==> config.mk <==
export PLATFORM = sky130hd
export DESIGN_NAME = instr_encoder_flat
export DESIGN_NICKNAME = d
export VERILOG_FILES = /design/src/rtl/instr_pkg.sv /design/src/rtl/instr_encoder_if.sv /design/src/rtl/sync_fifo.sv /design/src/rtl/instr_encoder.sv /design/src/flat_wrapper.sv
export SDC_FILE = /design/constraint.sdc
export NUM_CORES = 1
export LEC_CHECK = 0
export CAP_MARGIN = 25
export CORE_AREA = 8 8 113 115
export DETAILED_ROUTE_END_ITERATION = 12
export DIE_AREA = 0 0 121 123
export MAX_ROUTING_LAYER = met4
export PLACE_DENSITY = 0.82
export SLEW_MARGIN = 20
export SYNTH_ARGS = -nofsm -noshare
export SYNTH_HDL_FRONTEND = slang
export SYNTH_SLANG_ARGS = --single-unit
==> constraint.sdc <==
create_clock -name clk -period 6.1 [get_ports clk]
set_clock_uncertainty 0.2 [all_clocks]
set_input_delay 1.525 -clock clk [delete_from_list [all_inputs] [get_ports clk]]
set_output_delay 1.525 -clock clk [all_outputs]
set_load 0.005 [all_outputs]
==> src/rtl/instr_pkg.sv <==
// Shared encodings for the instruction-stream encoder and the control decoder.
package instr_pkg;

  localparam logic [5:0] OP_RTYPE = 6'h00;
  localparam logic [5:0] OP_LI    = 6'h3F;

  localparam logic [5:0] FN_ADD = 6'h20;
  localparam logic [5:0] FN_SUB = 6'h22;
  localparam logic [5:0] FN_AND = 6'h24;
  localparam logic [5:0] FN_OR  = 6'h25;
  localparam logic [5:0] FN_SLL = 6'h00;
  localparam logic [5:0] FN_SRL = 6'h02;

  typedef enum logic [2:0] {
    CMD_ADD = 3'd0,
    CMD_SUB = 3'd1,
    CMD_AND = 3'd2,
    CMD_OR  = 3'd3,
    CMD_SLL = 3'd4,
    CMD_SRL = 3'd5,
    CMD_ILL = 3'd6,
    CMD_LI  = 3'd7
  } cmd_op_e;

  typedef enum logic [1:0] {
    ST_IDLE  = 2'd0,
    ST_LOAD  = 2'd1,
    ST_DRAIN = 2'd2,
    ST_DONE  = 2'd3
  } state_e;

endpackage

==> src/rtl/instr_encoder_if.sv <==
// Command handshake plus instruction-memory write port.
// master = host/loader side, slave = encoder side.
interface instr_encoder_if #(parameter int AW = 5);
  logic            cmd_valid;
  logic            cmd_ready;
  logic [2:0]      cmd_op;
  logic [4:0]      cmd_rd;
  logic [4:0]      cmd_rs;
  logic [4:0]      cmd_rt;
  logic [4:0]      cmd_shamt;
  logic [15:0]     cmd_imm;
  logic            im_we;
  logic            im_ready;
  logic [AW-1:0]   im_addr;
  logic [31:0]     im_wdata;

  modport master (
    output cmd_valid, cmd_op, cmd_rd, cmd_rs, cmd_rt, cmd_shamt, cmd_imm, im_ready,
    input  cmd_ready, im_we, im_addr, im_wdata
  );

  modport slave (
    input  cmd_valid, cmd_op, cmd_rd, cmd_rs, cmd_rt, cmd_shamt, cmd_imm, im_ready,
    output cmd_ready, im_we, im_addr, im_wdata
  );
endinterface

==> src/rtl/sync_fifo.sv <==
// Small synchronous FIFO; head entry reads as zero while empty.
module sync_fifo #(
  parameter int WIDTH = 32,
  parameter int DEPTH = 4
) (
  input  logic                     clk,
  input  logic                     rst_n,
  input  logic                     clr,
  input  logic                     push,
  input  logic                     pop,
  input  logic [WIDTH-1:0]         din,
  output logic [WIDTH-1:0]         dout,
  output logic                     full,
  output logic                     empty,
  output logic [$clog2(DEPTH):0]   count
);
  localparam int PW = $clog2(DEPTH);

  logic [WIDTH-1:0] mem [DEPTH];
  logic [PW-1:0]    wr_ptr, rd_ptr;
  logic [PW:0]      cnt;
  logic             do_push, do_pop;

  // a pop frees a slot in the same cycle, so push is legal when full and popping
  assign do_push = push && !clr && (!full || pop);
  assign do_pop  = pop && !clr && !empty;

  // pointer and occupancy tracking
  always_ff @(posedge clk) begin
    if (!rst_n || clr) begin
      wr_ptr <= '0;
      rd_ptr <= '0;
      cnt    <= '0;
    end else begin
      if (do_push) wr_ptr <= wr_ptr + 1'b1;
      if (do_pop)  rd_ptr <= rd_ptr + 1'b1;
      case ({do_push, do_pop})
        2'b10:   cnt <= cnt + 1'b1;
        2'b01:   cnt <= cnt - 1'b1;
        default: cnt <= cnt;
      endcase
    end
  end

  // storage, no reset needed since empty masks the head
  always_ff @(posedge clk) begin
    if (do_push) mem[wr_ptr] <= din;
  end

  assign full  = (cnt == (PW+1)'(DEPTH));
  assign empty = (cnt == '0);
  assign count = cnt;
  assign dout  = empty ? '0 : mem[rd_ptr];
endmodule

==> src/rtl/instr_encoder.sv <==
// Encodes symbolic commands into 32-bit instruction words and streams them
// into consecutive instruction-memory addresses through a small FIFO.
//
// state    | meaning
// ---------+-----------------------------------------------
// ST_IDLE  | after reset, nothing accepted or written
// ST_LOAD  | accepting commands and writing words
// ST_DRAIN | no more commands, writing out buffered words
// ST_DONE  | all words written, waiting for start
module instr_encoder
  import instr_pkg::*;
#(
  parameter int AW    = 5,
  parameter int DEPTH = 4
) (
  input  logic                clk,
  input  logic                rst_n,
  input  logic                start,
  input  logic                finish,
  instr_encoder_if.slave      bus,
  output logic [AW:0]         count,
  output logic                done,
  output logic                err
);
  localparam int PW = $clog2(DEPTH);
  localparam logic [AW+1:0] CAP = (AW+2)'(2**AW);

  state_e          state_q, state_d;
  cmd_op_e         op;
  logic [AW-1:0]   addr_q;
  logic [AW:0]     count_q;
  logic            err_q;
  logic            fifo_full, fifo_empty;
  logic [PW:0]     fifo_cnt;
  logic [31:0]     enc_word;
  logic            ready, we, accept, push, pop;
  logic [AW+1:0]   total;

  function automatic logic [31:0] encode(cmd_op_e f_op, logic [4:0] rd, logic [4:0] rs,
                                         logic [4:0] rt, logic [4:0] sh, logic [15:0] imm);
    case (f_op)
      CMD_ADD: encode = {OP_RTYPE, rs, rt, rd, 5'd0, FN_ADD};
      CMD_SUB: encode = {OP_RTYPE, rs, rt, rd, 5'd0, FN_SUB};
      CMD_AND: encode = {OP_RTYPE, rs, rt, rd, 5'd0, FN_AND};
      CMD_OR:  encode = {OP_RTYPE, rs, rt, rd, 5'd0, FN_OR};
      CMD_SLL: encode = {OP_RTYPE, 5'd0, rt, rd, sh, FN_SLL};
      CMD_SRL: encode = {OP_RTYPE, 5'd0, rt, rd, sh, FN_SRL};
      CMD_LI:  encode = {OP_LI, 5'd0, rd, imm};
      default: encode = '0;
    endcase
  endfunction

  assign op       = cmd_op_e'(bus.cmd_op);
  assign enc_word = encode(op, bus.cmd_rd, bus.cmd_rs, bus.cmd_rt, bus.cmd_shamt, bus.cmd_imm);

  // words already written plus words buffered: the capacity check must count both
  assign total  = (AW+2)'(count_q) + (AW+2)'(fifo_cnt);
  // registered full only, so im_ready never reaches cmd_ready combinationally
  assign ready  = (state_q == ST_LOAD) && !fifo_full && (total < CAP);
  assign we     = !fifo_empty && ((state_q == ST_LOAD) || (state_q == ST_DRAIN));
  assign accept = bus.cmd_valid && ready && !start;
  assign push   = accept && (op != CMD_ILL);
  assign pop    = we && bus.im_ready && !start;

  sync_fifo #(.WIDTH(32), .DEPTH(DEPTH)) u_fifo (
    .clk   (clk),
    .rst_n (rst_n),
    .clr   (start),
    .push  (push),
    .pop   (pop),
    .din   (enc_word),
    .dout  (bus.im_wdata),
    .full  (fifo_full),
    .empty (fifo_empty),
    .count (fifo_cnt)
  );

  // state register
  always_ff @(posedge clk) begin
    if (!rst_n) state_q <= ST_IDLE;
    else        state_q <= state_d;
  end

  // next-state logic; start overrides everything
  always_comb begin
    state_d = state_q;
    if (start) begin
      state_d = ST_LOAD;
    end else begin
      case (state_q)
        ST_LOAD:  if (finish || (total + (AW+2)'(push)) == CAP) state_d = ST_DRAIN;
        ST_DRAIN: if (fifo_empty || (fifo_cnt == (PW+1)'(1) && pop)) state_d = ST_DONE;
        default:  state_d = state_q;
      endcase
    end
  end

  // address, written-word count and sticky illegal-op flag
  always_ff @(posedge clk) begin
    if (!rst_n || start) begin
      addr_q  <= '0;
      count_q <= '0;
      err_q   <= 1'b0;
    end else begin
      if (pop) begin
        addr_q  <= addr_q + 1'b1;
        count_q <= count_q + 1'b1;
      end
      if (accept && op == CMD_ILL) err_q <= 1'b1;
    end
  end

  assign bus.cmd_ready = ready;
  assign bus.im_we     = we;
  assign bus.im_addr   = addr_q;
  assign count         = count_q;
  assign done          = (state_q == ST_DONE);
  assign err           = err_q;
endmodule
==> src/flat_wrapper.sv <==
// flat-port wrapper written by rule: the top's interface ports become plain ports
module instr_encoder_flat import instr_pkg::*;
#(
  parameter int AW    = 5,
  parameter int DEPTH = 4
)
  (clk, rst_n, start, finish, count, done, err, bus_cmd_valid, bus_cmd_op, bus_cmd_rd, bus_cmd_rs, bus_cmd_rt, bus_cmd_shamt, bus_cmd_imm, bus_im_ready, bus_cmd_ready, bus_im_we, bus_im_addr, bus_im_wdata);
  instr_encoder_if #(.AW(AW)) bus_i ();
  input  logic clk;
  input  logic rst_n;
  input  logic start;
  input  logic finish;
  output logic [AW:0] count;
  output logic done;
  output logic err;
  input wire logic [$bits(bus_i.cmd_valid)-1:0] bus_cmd_valid;
  input wire logic [$bits(bus_i.cmd_op)-1:0] bus_cmd_op;
  input wire logic [$bits(bus_i.cmd_rd)-1:0] bus_cmd_rd;
  input wire logic [$bits(bus_i.cmd_rs)-1:0] bus_cmd_rs;
  input wire logic [$bits(bus_i.cmd_rt)-1:0] bus_cmd_rt;
  input wire logic [$bits(bus_i.cmd_shamt)-1:0] bus_cmd_shamt;
  input wire logic [$bits(bus_i.cmd_imm)-1:0] bus_cmd_imm;
  input wire logic [$bits(bus_i.im_ready)-1:0] bus_im_ready;
  output wire logic [$bits(bus_i.cmd_ready)-1:0] bus_cmd_ready;
  output wire logic [$bits(bus_i.im_we)-1:0] bus_im_we;
  output wire logic [$bits(bus_i.im_addr)-1:0] bus_im_addr;
  output wire logic [$bits(bus_i.im_wdata)-1:0] bus_im_wdata;
  assign bus_i.cmd_valid = bus_cmd_valid;
  assign bus_i.cmd_op = bus_cmd_op;
  assign bus_i.cmd_rd = bus_cmd_rd;
  assign bus_i.cmd_rs = bus_cmd_rs;
  assign bus_i.cmd_rt = bus_cmd_rt;
  assign bus_i.cmd_shamt = bus_cmd_shamt;
  assign bus_i.cmd_imm = bus_cmd_imm;
  assign bus_i.im_ready = bus_im_ready;
  assign bus_cmd_ready = bus_i.cmd_ready;
  assign bus_im_we = bus_i.im_we;
  assign bus_im_addr = bus_i.im_addr;
  assign bus_im_wdata = bus_i.im_wdata;
  instr_encoder #(.AW(AW), .DEPTH(DEPTH)) u_core (.clk(clk), .rst_n(rst_n), .start(start), .finish(finish), .bus(bus_i), .count(count), .done(done), .err(err));
endmodule
Word-level counts from Yosys, hierarchy flattened
Memory sizes are Yosys's and may differ from the RTL's. A register that Yosys moved wholly into a read port is not among the register bits.
Index checks and enable logic that the tools add are counted.
- register bits: 21
- bits in writable memories: 128
- input bits: 45
- memories kept: 1
- memories (name ; depth ; width ; rd ports ; clocked after memory_dff ; wr ports ; line ; RTL):
    u_core.u_fifo.mem ; 4 ; 32 ; 1 ; 1 ; 1 ; sync_fifo.sv:19 ; logic [WIDTH-1:0] mem [DEPTH];
- add/sub/neg operators: 8
- order comparisons: 1
- eq/ne operators: 20
- multiplexer cells: 11
- bitwise gates (word level): 1
- reductions and logical operators: 31
- operators by type and width (kind ; number):
    $pmux W32 S7 ; 1
    $mux W32 ; 1
    $eq A3 B3 Y1 const B ; 5
    $logic_and A1 B1 Y1 ; 14
    $ne A3 B3 Y1 const B ; 3
    $mux W2 ; 4
    $add A6 B3 Y7 ; 1
    $add A7 B1 Y7 ; 1
    $eq A7 B6 Y1 const B ; 1
    $lt A7 B6 Y1 const B ; 1
    $add A6 B1 Y6 const B ; 1
    $eq A2 B2 Y1 const B ; 3
    $eq A3 B1 Y1 const B ; 2
    $eq A3 B2 Y1 const B ; 2
    $logic_not A3 Y1 ; 2
    $pmux W3 S2 ; 1
    $reduce_and A3 Y1 ; 2
    $add A5 B1 Y5 const B ; 1
    $logic_or A1 B1 Y1 ; 5
    $add A2 B1 Y2 const B ; 2
    $eq A2 B1 Y1 const B ; 2
    $logic_not A1 Y1 ; 4
    $ne A2 B2 Y1 const B ; 2
    $pmux W2 S2 ; 1
    other kinds (7) ; 10

Logic depth before layout (Yosys ltp)
Gate-level depths: netlist of run 1.
- depth after elaboration: 13
- mapped depth: 16
- depth with buffers taken out: 16

By module
A second synthesis of run 1 with hierarchy kept.
- cells, all modules: 445
- area total of the unflattened synthesis: 6698.9 um^2
- by module, submodules not included (module ; instances ; cells each ; area each (um^2) ; seq. area each (um^2)):
    sync_fifo ; 1 ; 260 ; 5351.4 ; 4023.9
    instr_encoder ; 1 ; 185 ; 1347.5 ; 280.3

Worst setup path after synthesis of run 1
No wires, ideal clock.
- path type: input to register
- from: input bus_cmd_op[1]
- to: register u_core.state_q[0]
- library setup time: 70 ps
- arrival time: 3390 ps
- path slack: 2441 ps
- cell stages on the path: 13
- path through: nand2_1 nor2_1 nor2_1 nand3_4 inv_4 ha_1 ha_1 nor2_1 o221ai_1 a211oi_1 a31oi_1 or3_1 a21oi_1
- word-level cells in the longest chain between the ends: 7
- RTL lines (item ; line ; RTL):
    start: declaration ; flat_wrapper.sv:17 ; input wire logic [$bits(bus_i.cmd_op)-1:0] bus_cmd_op;
    $ne A3 B3 Y1 ; instr_encoder.sv:62 ; assign push = accept && (op != CMD_ILL);
    $logic_and A1 B1 Y1 ; instr_encoder.sv:62 ;
    $add A7 B1 Y7 ; instr_encoder.sv:91 ; ST_LOAD: if (finish || (total + (AW+2)'(push)) == CAP) state_d = ST_DRAIN;
    $eq A7 B6 Y1 ; instr_encoder.sv:91 ;
    $logic_or A1 B1 Y1 ; instr_encoder.sv:91 ;
    $ne A3 B3 Y1 (no source line) ; -- ;
    $reduce_and A3 Y1 (no source line) ; -- ;
    end signal: assignment ; instr_encoder.sv:81 ; else state_q <= state_d;
    end: declaration ; instr_encoder.sv:28 ; state_e state_q, state_d;
Every way passes these cells.
A chain may end at the register's enable or synchronous reset.

Worst setup path in the final report of run 1
Same ends and word-level chain as after synthesis.

==> results of run 1 <==
## synth_stat cells, types with 2 or more instances
cell type	count
a31oi_1	2
inv_1	8
o21ai_0	16
nor4_1	2
xnor2_1	5
edfxtp_1	108
mux2i_1	5
ha_1	19
nand2b_1	4
a211o_1	2
mux4_2	27
nand4_1	4
nand2_1	33
buf_2	4
buf_4	6
or3_1	3
clkbuf_1	13
and2_1	8
nor2_1	26
xor2_1	10
a21oi_1	11
a21boi_0	5
nand3_1	3
dfxtp_1	23
nor2b_1	44
a211oi_1	4
nor3b_1	2
## sequential cells by signal, summed over array words and instances, names as in the netlist, named ones only
signal	flops
u_core.u_fifo.count	3
u_core.err	1
u_core.count	6
u_core.state_q	2
u_core.u_fifo.mem	108
u_core.u_fifo.rd_ptr	2
u_core.bus.im_addr	5
u_core.u_fifo.wr_ptr	2
## per-layer routing
layer	up-vias	wire, µm	global-route usage, %
met5	-	0	-
met4	0	204	7.65
met3	21	924	5.11
met2	150	6690	31.2
met1	1867	5430	22.1
li1	1710	-	-
## logic make-up (layout without fill, tap and decap cells)
| kind of cell | Yosys count | after routing | share of synthesized area [%] |
|---|---|---|---|
| muxes | 32 | 32 | 11.1 |
| DFF | 131 | 131 | 62.4 |
| adders and majority gates | 20 | 20 | 4.34 |
| and+or+nand+nor | 137 | 137 | 12.4 |
| buffers and inverters | 32 | 138 | 2.53 |
| AOI/OAI and AO/OA | 46 | 46 | 4.96 |
| xor gates and xnor gates | 15 | 15 | 2.21 |
## through the flow
stage	util [%]	total power, mW	cells	hold WS, ns
global route	68.2	2.14	662	0.362
detailed placement	62.9	1.11	631	0.301
floorplan	-	1.05	413	0.261
global placement	62.9	1.10	631	0.289
finish	68.2	2.09	662	0.308
CTS	68.2	2.10	662	0.309
## worst min-delay path: stages (launching register included)
cell and delay, ns:
dfxtp_1 0.33, inv_1 0.08, a21oi_1 0.06
## final timing paths
path,end,start,cells past startpoint
max,u_core.state_q[0]$_SDFFE_PN0P_,bus_cmd_op[1],14
min,u_core.state_q[1]$_SDFFE_PP0P_,u_core.state_q[1]$_SDFFE_PP0P_,2
max reg2reg,u_core.state_q[0]$_SDFFE_PN0P_,u_core.count[0]$_SDFFE_PP0P_,16
min reg2reg,u_core.state_q[1]$_SDFFE_PP0P_,u_core.state_q[1]$_SDFFE_PP0P_,2
## layout make-up
cell class | count | area [µm²]
Sequential cell | 131 | 3710
Clock buffer | 17 | 425
Timing Repair Buffer | 98 | 963
Multi-Input combinational cell | 250 | 2080
Clock inverter | 14 | 165
Inverter | 9 | 36.3
Fill cell | 747 | 3520
Tap cell | 143 | 179
## power by group
group / switching, mW / leakage (nW) / total (mW) / internal (mW)
registers: 0.00323 / 1.19 / 0.979 / 0.976
logic: 0.0531 / 1.10 / 0.109 / 0.0557
clock network: 0.364 / 0.278 / 1.00 / 0.637
==> impl_metrics.env, run 1 <==
export IMPL_clock_path_buffers=2
export IMPL_cellLeakagePower_nw=2.56
export IMPL_cts_sinks=131
export IMPL_clk_pin_slew_ns=0.06
export IMPL_cts_tree="done"
export IMPL_finalWeightedCongestion=0.912
export IMPL_fp_dieArea_um2=14900
export IMPL_htreeDepth=4
export IMPL_synthTopCellsByArea="edfxtp_1 55%, mux4_2 10%, dfxtp_1 7.8%"
export IMPL_status="completed"
export IMPL_arrival_ns=4.85
export IMPL_num_vias=3748
export IMPL_crit_chain="clkdlybuf4s50_1, nand2_1, nor2_1, nor2_1, nand3_4, inv_4, ha_1, ha_1, nor2_1, o221ai_1, a211oi_1, a31oi_1, or3_1, a21oi_1"
export IMPL_slew_viol_final=0
export IMPL_worstPathMaxFanout=21
export IMPL_setup_viol=0
export IMPL_critPathTopFamily="simple AND/OR/NAND/NOR gates"
export IMPL_port_buffers=91
export IMPL_critPathSlowestCell="clkdlybuf4s50_1"
export IMPL_synthArstFlopShare_pct=0
export IMPL_peakVddDrop_v=0.000191
export IMPL_yosysTopAreaCell="edfxtp_1"
export IMPL_start_kind="primary input"
export IMPL_powerDensity_nw_per_um2=276
export IMPL_wirelength_mm=13.3
export IMPL_wl_per_cell_um=20.0
export IMPL_num_nets_final=572
export IMPL_final_cell_mix="108 x edfxtp_1, 91 x clkdlybuf4s50_1, 43 x nor2b_1, 33 x nand2_1, 27 x mux4_2"
export IMPL_io_pins=92
export IMPL_antenna_cells=0
export IMPL_die_h_um=123
export IMPL_overflow=0
export IMPL_slew_headroom_pct=44.8
export IMPL_grt_pass1_vias=3831
export IMPL_cts_repair_resized=0
export IMPL_drive_above_1_share_pct=14.1
export IMPL_r2r_slack_ns=2.34
export IMPL_hold_buffers=0
export IMPL_max_freq_ghz=0.212
export IMPL_timing_final_crit_share_pct=77.2
export IMPL_layout_commonest_cell="edfxtp_1"
export IMPL_synth_top_cell_area_share_pct=54.7
export IMPL_cap_violations=0
export IMPL_postLayoutCellArea_um2=7560
export IMPL_hold_path_class="flip-flop to flip-flop"
export IMPL_clk_latency_ns=0.41
export IMPL_finalSetupTns_ns=0
export IMPL_avgSynthCellArea_um2=14.4
export IMPL_post_cts_buffers=0
export IMPL_clockRootBuffer="clkbuf_16"
export IMPL_drc=0
export IMPL_dpl_instance_area_um2=6970
export IMPL_viasPerCell=5.66
export IMPL_coreArea_um2=11100
export IMPL_worstSetupPathType="primary input to flip-flop"
export IMPL_syn_area_um2=5930
export IMPL_syn_nets=478
export IMPL_crit_required_ns=6.25
export IMPL_numCtsBuffers=17
export IMPL_synth_ff_type="edfxtp_1"
export IMPL_crit_buf_inv=2
export IMPL_ys_seq_elements=131
export IMPL_dr_pass1_iters=5
export IMPL_synth_edff_count=108
export IMPL_slowest_delay_ns=0.69
export IMPL_synth_seq_area_share_pct=62.4
export IMPL_grt_pass1_wl_mm=20.8
export IMPL_area_growth_pct=27.4
export IMPL_grt_max_degree=28
export IMPL_hold_viol_final=0
export IMPL_period_minus_slack_ns=4.71
export IMPL_place_ws_ns=1.02
export IMPL_die_w_um=121
export IMPL_start_util_pct=53.6
export IMPL_cp_common_cell="nor2_1"
export IMPL_track_usage_pct=19.1
export IMPL_drtIter0Drc=292
export IMPL_endpoint_kind="flip-flop"
export IMPL_worstMarginPinSlew_ns=0.829
export IMPL_postRouteAntennaNets=0
export IMPL_synth_distinct_cells=43
export IMPL_yosys_warnings=0
export IMPL_syn_inst=413
export IMPL_worst_slack_ns=1.39
export IMPL_antenna_found_initial=0
export IMPL_num_rows=39
export IMPL_place_hpwl_mm=8.46
export IMPL_rsz0062_at_grt="no"
No activity file was read; power rests on OpenSTA's default activity.
==> run 2: changes to the inputs <==
--- a/config.mk
+++ b/config.mk
@@ -6,11 +6,11 @@
 export NUM_CORES = 1
 export LEC_CHECK = 0
 export CAP_MARGIN = 25
-export CORE_AREA = 8 8 113 115
+export CORE_AREA = 8 8 114 116
 export DETAILED_ROUTE_END_ITERATION = 12
-export DIE_AREA = 0 0 121 123
+export DIE_AREA = 0 0 122 124
 export MAX_ROUTING_LAYER = met4
-export PLACE_DENSITY = 0.82
+export PLACE_DENSITY = 0.81
 export SLEW_MARGIN = 20
 export SYNTH_ARGS = -nofsm -noshare
 export SYNTH_HDL_FRONTEND = slang
==> constraint.sdc (replaced) <==
create_clock -name clk -period 4.7 [get_ports clk]
set_clock_uncertainty 0.2 [all_clocks]
set_input_delay 1.175 -clock clk [delete_from_list [all_inputs] [get_ports clk]]
set_output_delay 1.175 -clock clk [all_outputs]
set_load 0.005 [all_outputs]
==> impl_metrics.env, run 2 (synthesis results as in run 1) <==
export IMPL_max_freq_ghz=0.248
export IMPL_peakVddDrop_v=0.000238
export IMPL_cts_tree="done"
export IMPL_crit_buf_inv=1
export IMPL_postRouteAntennaNets=0
export IMPL_viasPerCell=5.50
export IMPL_p_seq_share_pct=45.9
export IMPL_grt_pass1_vias=3916
export IMPL_gr_usage_met1_pct=21.0
export IMPL_area_growth_pct=28.7
export IMPL_hold_viol_final=0
export IMPL_rsz0062_at_grt="no"
export IMPL_swShare_pct=19.6
export IMPL_slew_viol_final=0
export IMPL_fin_util_pct=68.4
export IMPL_clk_pin_slew_ns=0.06
export IMPL_cts_repair_resized=0
export IMPL_fp_dieArea_um2=15100
export IMPL_total_power_mw=2.77
export IMPL_drtIter0Drc=270
export IMPL_largest_reg_flops=108
export IMPL_wl_per_cell_um=19.7
export IMPL_internal_power_mw=2.23
export IMPL_track_usage_pct=18.8
export IMPL_endpoint_kind="output pin"
export IMPL_clk_latency_ns=0.40
export IMPL_grt_pass1_wl_mm=20.7
export IMPL_largest_register="u_core.u_fifo.mem"
export IMPL_die_w_um=122
export IMPL_drc=0
export IMPL_die_h_um=124
export IMPL_worstMarginPinSlew_ns=0.856
export IMPL_antenna_cells=0
export IMPL_grtUsageMet2_pct=32.1
export IMPL_wirelength_mm=13.2
export IMPL_timing_final_crit_share_pct=85.7
export IMPL_finalWeightedCongestion=0.894
export IMPL_grt_max_degree=28
export IMPL_hold_buffers=0
export IMPL_p_clk_share_pct=48.9
export IMPL_post_cts_buffers=0
export IMPL_clockRootBuffer="clkbuf_16"
export IMPL_layout_commonest_cell="edfxtp_1"
export IMPL_htreeDepth=4
export IMPL_dr_pass1_iters=4
export IMPL_fill_cells=772
export IMPL_cts_sinks=131
export IMPL_critPathSlowestCell="clkdlybuf4s50_1"
export IMPL_num_nets_final=580
export IMPL_crit_required_ns=3.32
export IMPL_switchingPower_mw=0.543
export IMPL_critPathTopFamily="adder cells"
export IMPL_place_hpwl_mm=8.78
export IMPL_antenna_found_initial=0
export IMPL_slew_headroom_pct=42.9
export IMPL_worstSetupPathType="flip-flop to output pin"
export IMPL_coreArea_um2=11200
export IMPL_start_kind="flip-flop"
export IMPL_setup_viol=0
export IMPL_clock_path_buffers=2
export IMPL_finalSetupTns_ns=0
export IMPL_arrival_ns=2.65
export IMPL_combPwrFrac_pct=5.2
export IMPL_final_cell_mix="108 x edfxtp_1, 91 x clkdlybuf4s50_1, 43 x nor2b_1, 33 x nand2_1, 27 x mux4_2"
export IMPL_status="completed"
export IMPL_port_buffers=91
export IMPL_numCtsBuffers=17
export IMPL_num_rows=39
export IMPL_met3_usage_pct=4.62
export IMPL_io_pins=92
export IMPL_start_util_pct=53.1
export IMPL_cap_violations=0
export IMPL_hold_path_class="flip-flop to flip-flop"
export IMPL_overflow=0
export IMPL_holdWs_ns=0.323
export IMPL_crit_chain="ha_1, fa_1, a21oi_2, nand2_1, mux2i_1, and2_4, clkdlybuf4s50_1"
export IMPL_worstPathMaxFanout=5
export IMPL_period_minus_slack_ns=4.03
export IMPL_num_vias=3684
export IMPL_cellLeakagePower_nw=2.62
export IMPL_slowest_delay_ns=0.50
export IMPL_powerDensity_nw_per_um2=363
export IMPL_drive_above_1_share_pct=15.2
export IMPL_grt_busiest_layer="met2"
[run 2: changes by cell type in the layout (fill, tap and decap cells not counted), sizes merged]
cell | before | now
buf | 7 | 15
clkbuf | 17 | 18
inv | 9 | 11
clkinvlp | 4 | 2
bufinv | 3 | 4
clkinv | 7 | 5
[run 2: routing by layer]
layer / part of all wire, % / vias up
met5: 0 / -
met4: 1.1 / 0
met3: 4.8 / 8
met2: 53 / 105
met1: 42 / 1846
li1: - / 1725
[run 2: power groups by stage]
stage	sequential [mW]	combinational (mW)	clock, mW
after floorplan	1.29	0.0651	0
after global placement	1.29	0.138	0
after detailed placement	1.30	0.143	0
after CTS	1.27	0.145	1.37
after global routing	1.27	0.157	1.43
final	1.27	0.145	1.35
[run 2: cell type report]
| class | count | area, µm² | area share (%) |
|---|---|---|---|
| flip-flops and latches | 131 | 3700 | 48.5 |
| multi-input cells | 250 | 2080 | 27.3 |
| repair buffers | 106 | 1020 | 13.4 |
| clock buffers | 18 | 429 | 5.62 |
| clock inverters | 13 | 184 | 2.41 |
| well taps | 143 | 179 | 2.34 |
| inverters | 9 | 36.3 | 0.475 |
[run 2: per-stage QoR]
step	instance area (µm²)	setup WS, ns	std cells
6_report	7640	0.672	670
5_1_grt	7640	0.535	670
4_1_cts	7640	0.645	670
3_5_place_dp	7030	0.545	639
3_3_place_gp	7030	0.626	639
2_1_floorplan	5930	1.30	413
[run 2: tightest hold or removal path, cell delays in order (launching register included)]
cell and delay [ns]:
dfxtp_1 0.33, inv_1 0.08, a21oi_1 0.06
[run 2: worst paths after layout]
kind | start | endpoint | slack, ns | depth (start not counted)
hold reg to reg | u_core.state_q[1]$_SDFFE_PP0P_ | u_core.state_q[1]$_SDFFE_PP0P_ | 0.32 | 2
hold / removal | u_core.state_q[1]$_SDFFE_PP0P_ | u_core.state_q[1]$_SDFFE_PP0P_ | 0.32 | 2
setup / recovery | u_core.count[0]$_SDFFE_PP0P_ | bus_cmd_ready | 0.67 | 7
setup reg to reg | u_core.count[0]$_SDFFE_PP0P_ | u_core.state_q[0]$_SDFFE_PN0P_ | 0.85 | 16
==> run 3: changes to the inputs <==
--- a/config.mk
+++ b/config.mk
@@ -6,12 +6,13 @@
 export NUM_CORES = 1
 export LEC_CHECK = 0
 export CAP_MARGIN = 25
-export CORE_AREA = 8 8 114 116
+export CORE_AREA = 3 3 109 111
 export DETAILED_ROUTE_END_ITERATION = 12
-export DIE_AREA = 0 0 122 124
+export DIE_AREA = 0 0 112 114
 export MAX_ROUTING_LAYER = met4
 export PLACE_DENSITY = 0.81
-export SLEW_MARGIN = 20
+export REMOVE_ABC_BUFFERS = 1
+export SLEW_MARGIN = 25
 export SYNTH_ARGS = -nofsm -noshare
 export SYNTH_HDL_FRONTEND = slang
 export SYNTH_SLANG_ARGS = --single-unit
==> impl_metrics.env, run 3 (synthesis results as in run 1) <==
export IMPL_cts_repair_resized=0
export IMPL_port_buffers=91
export IMPL_crit_required_ns=3.32
export IMPL_status="completed"
export IMPL_fp_dieArea_um2=12800
export IMPL_worst_slack_ns=0.533
export IMPL_timing_final_crit_share_pct=88.7
export IMPL_dr_pass1_iters=6
export IMPL_fin_util_pct=70.1
export IMPL_antenna_cells=0
export IMPL_num_vias=3678
export IMPL_slew_headroom_pct=42.8
export IMPL_start_kind="flip-flop"
export IMPL_grt_max_degree=28
export IMPL_finalSetupTns_ns=0
export IMPL_clock_path_buffers=2
export IMPL_largest_reg_flops=108
export IMPL_antenna_found_initial=0
export IMPL_hold_path_class="flip-flop to flip-flop"
export IMPL_grt_pass1_vias=3858
export IMPL_worstSetupPathType="flip-flop to output pin"
export IMPL_slew_viol_final=0
export IMPL_drc=0
export IMPL_final_cell_mix="108 x edfxtp_1, 91 x clkdlybuf4s50_1, 43 x nor2b_1, 33 x nand2_1, 27 x mux4_2"
export IMPL_peakVddDrop_v=0.000235
export IMPL_start_util_pct=54.5
export IMPL_overflow=0
export IMPL_clk_pin_slew_ns=0.06
export IMPL_cts_tree="done"
export IMPL_coreArea_um2=10900
export IMPL_place_hpwl_mm=8.03
export IMPL_arrival_ns=2.79
export IMPL_io_pins=92
export IMPL_worstMarginPinSlew_ns=0.858
export IMPL_hold_buffers=0
export IMPL_htreeDepth=4
export IMPL_grt_pass1_wl_mm=19.8
export IMPL_postRouteAntennaNets=0
export IMPL_area_growth_pct=28.6
export IMPL_clockRootBuffer="clkbuf_8"
export IMPL_place_ws_ns=0.640
export IMPL_critPathSlowestCell="clkdlybuf4s50_1"
export IMPL_num_rows=38
export IMPL_wl_per_cell_um=18.8
export IMPL_period_minus_slack_ns=4.17
export IMPL_endpoint_kind="output pin"
export IMPL_slowest_delay_ns=0.51
export IMPL_viasPerCell=5.52
export IMPL_largest_register="u_core.u_fifo.mem"
export IMPL_cellLeakagePower_nw=2.62
export IMPL_die_h_um=114
export IMPL_hold_viol_final=0
export IMPL_drtIter0Drc=239
export IMPL_numCtsBuffers=17
export IMPL_wirelength_mm=12.5
export IMPL_rsz0062_at_grt="no"
export IMPL_cap_violations=0
export IMPL_drive_above_1_share_pct=15.2
export IMPL_num_nets_final=578
export IMPL_setup_viol=0
export IMPL_clk_latency_ns=0.51
export IMPL_post_cts_buffers=0
export IMPL_finalWeightedCongestion=0.857
export IMPL_crit_chain="ha_1, fa_1, a21oi_2, nand2_1, mux2i_1, and2_4, clkdlybuf4s50_1"
export IMPL_fill_cells=731
export IMPL_powerDensity_nw_per_um2=358
export IMPL_cts_sinks=131
export IMPL_layout_commonest_cell="edfxtp_1"
export IMPL_worstPathMaxFanout=5
export IMPL_track_usage_pct=21.1
export IMPL_die_w_um=112
export IMPL_max_freq_ghz=0.240
## run 3: cell types whose count changed in the layout (fill, tap and decap cells not counted), moves of 2 or more
cell       previous run  this run
bufinv_16             4         1
clkbuf_16            17        20
buf_4                15        13
clkbuf_8              0         2
inv_6                 2         0
## run 3: worst max-delay path: cells and delay by family (launching register included)
kind	cells	cell delay [ns]
AOI/OAI and AO/OA	1	0.18
adders and majority gates	2	0.77
buffers and inverters	1	0.51
DFF	1	0.36
muxes	1	0.18
and+or+nand+nor	2	0.28
## run 3: final timing paths
| check | from | endpoint | slack (ns) | depth (start not counted) |
|---|---|---|---|---|
| max | u_core.count[0]$_SDFFE_PP0P_ | bus_cmd_ready | 0.53 | 7 |
| min | u_core.bus.im_addr[4]$_SDFFE_PP0P_ | u_core.bus.im_addr[4]$_SDFFE_PP0P_ | 0.32 | 2 |
| max reg2reg | u_core.count[0]$_SDFFE_PP0P_ | u_core.state_q[0]$_SDFFE_PN0P_ | 0.89 | 16 |
| min reg2reg | u_core.bus.im_addr[4]$_SDFFE_PP0P_ | u_core.bus.im_addr[4]$_SDFFE_PP0P_ | 0.32 | 2 |
## run 3: area by class of cell
cell class	instances	area (µm²)	area share (%)
Clock buffer	23	532	6.97
Clock inverter	9	88.8	1.16
Inverter	9	36.3	0.475
Multi-Input combinational cell	250	2090	27.3
Sequential cell	131	3700	48.5
Tap cell	140	175	2.30
Timing Repair Buffer	104	1010	13.2
## run 3: where the power goes
group          internal, mW  switching [mW]
clock network         0.843           0.474
registers              1.27         0.00434
logic                0.0743          0.0698
total                  2.18           0.548
## run 3: through the flow
step                      total power, mW  hold slack, ns  instances  instance area (µm²)
after floorplan                      1.35           0.261        390                 5820
after global placement               1.43           0.291        634                 7010
after detailed placement             1.44           0.304        634                 7010
after CTS                            2.75           0.325        666                 7630
after global routing                 2.81           0.372        666                 7630
final                                2.73           0.318        666                 7630
## run 3: layer usage
metal	track usage [%]	part of all wire, %
met5	-	0
met4	9.29	1.5
met3	5.09	5.4
met2	35.0	53
met1	24.9	41
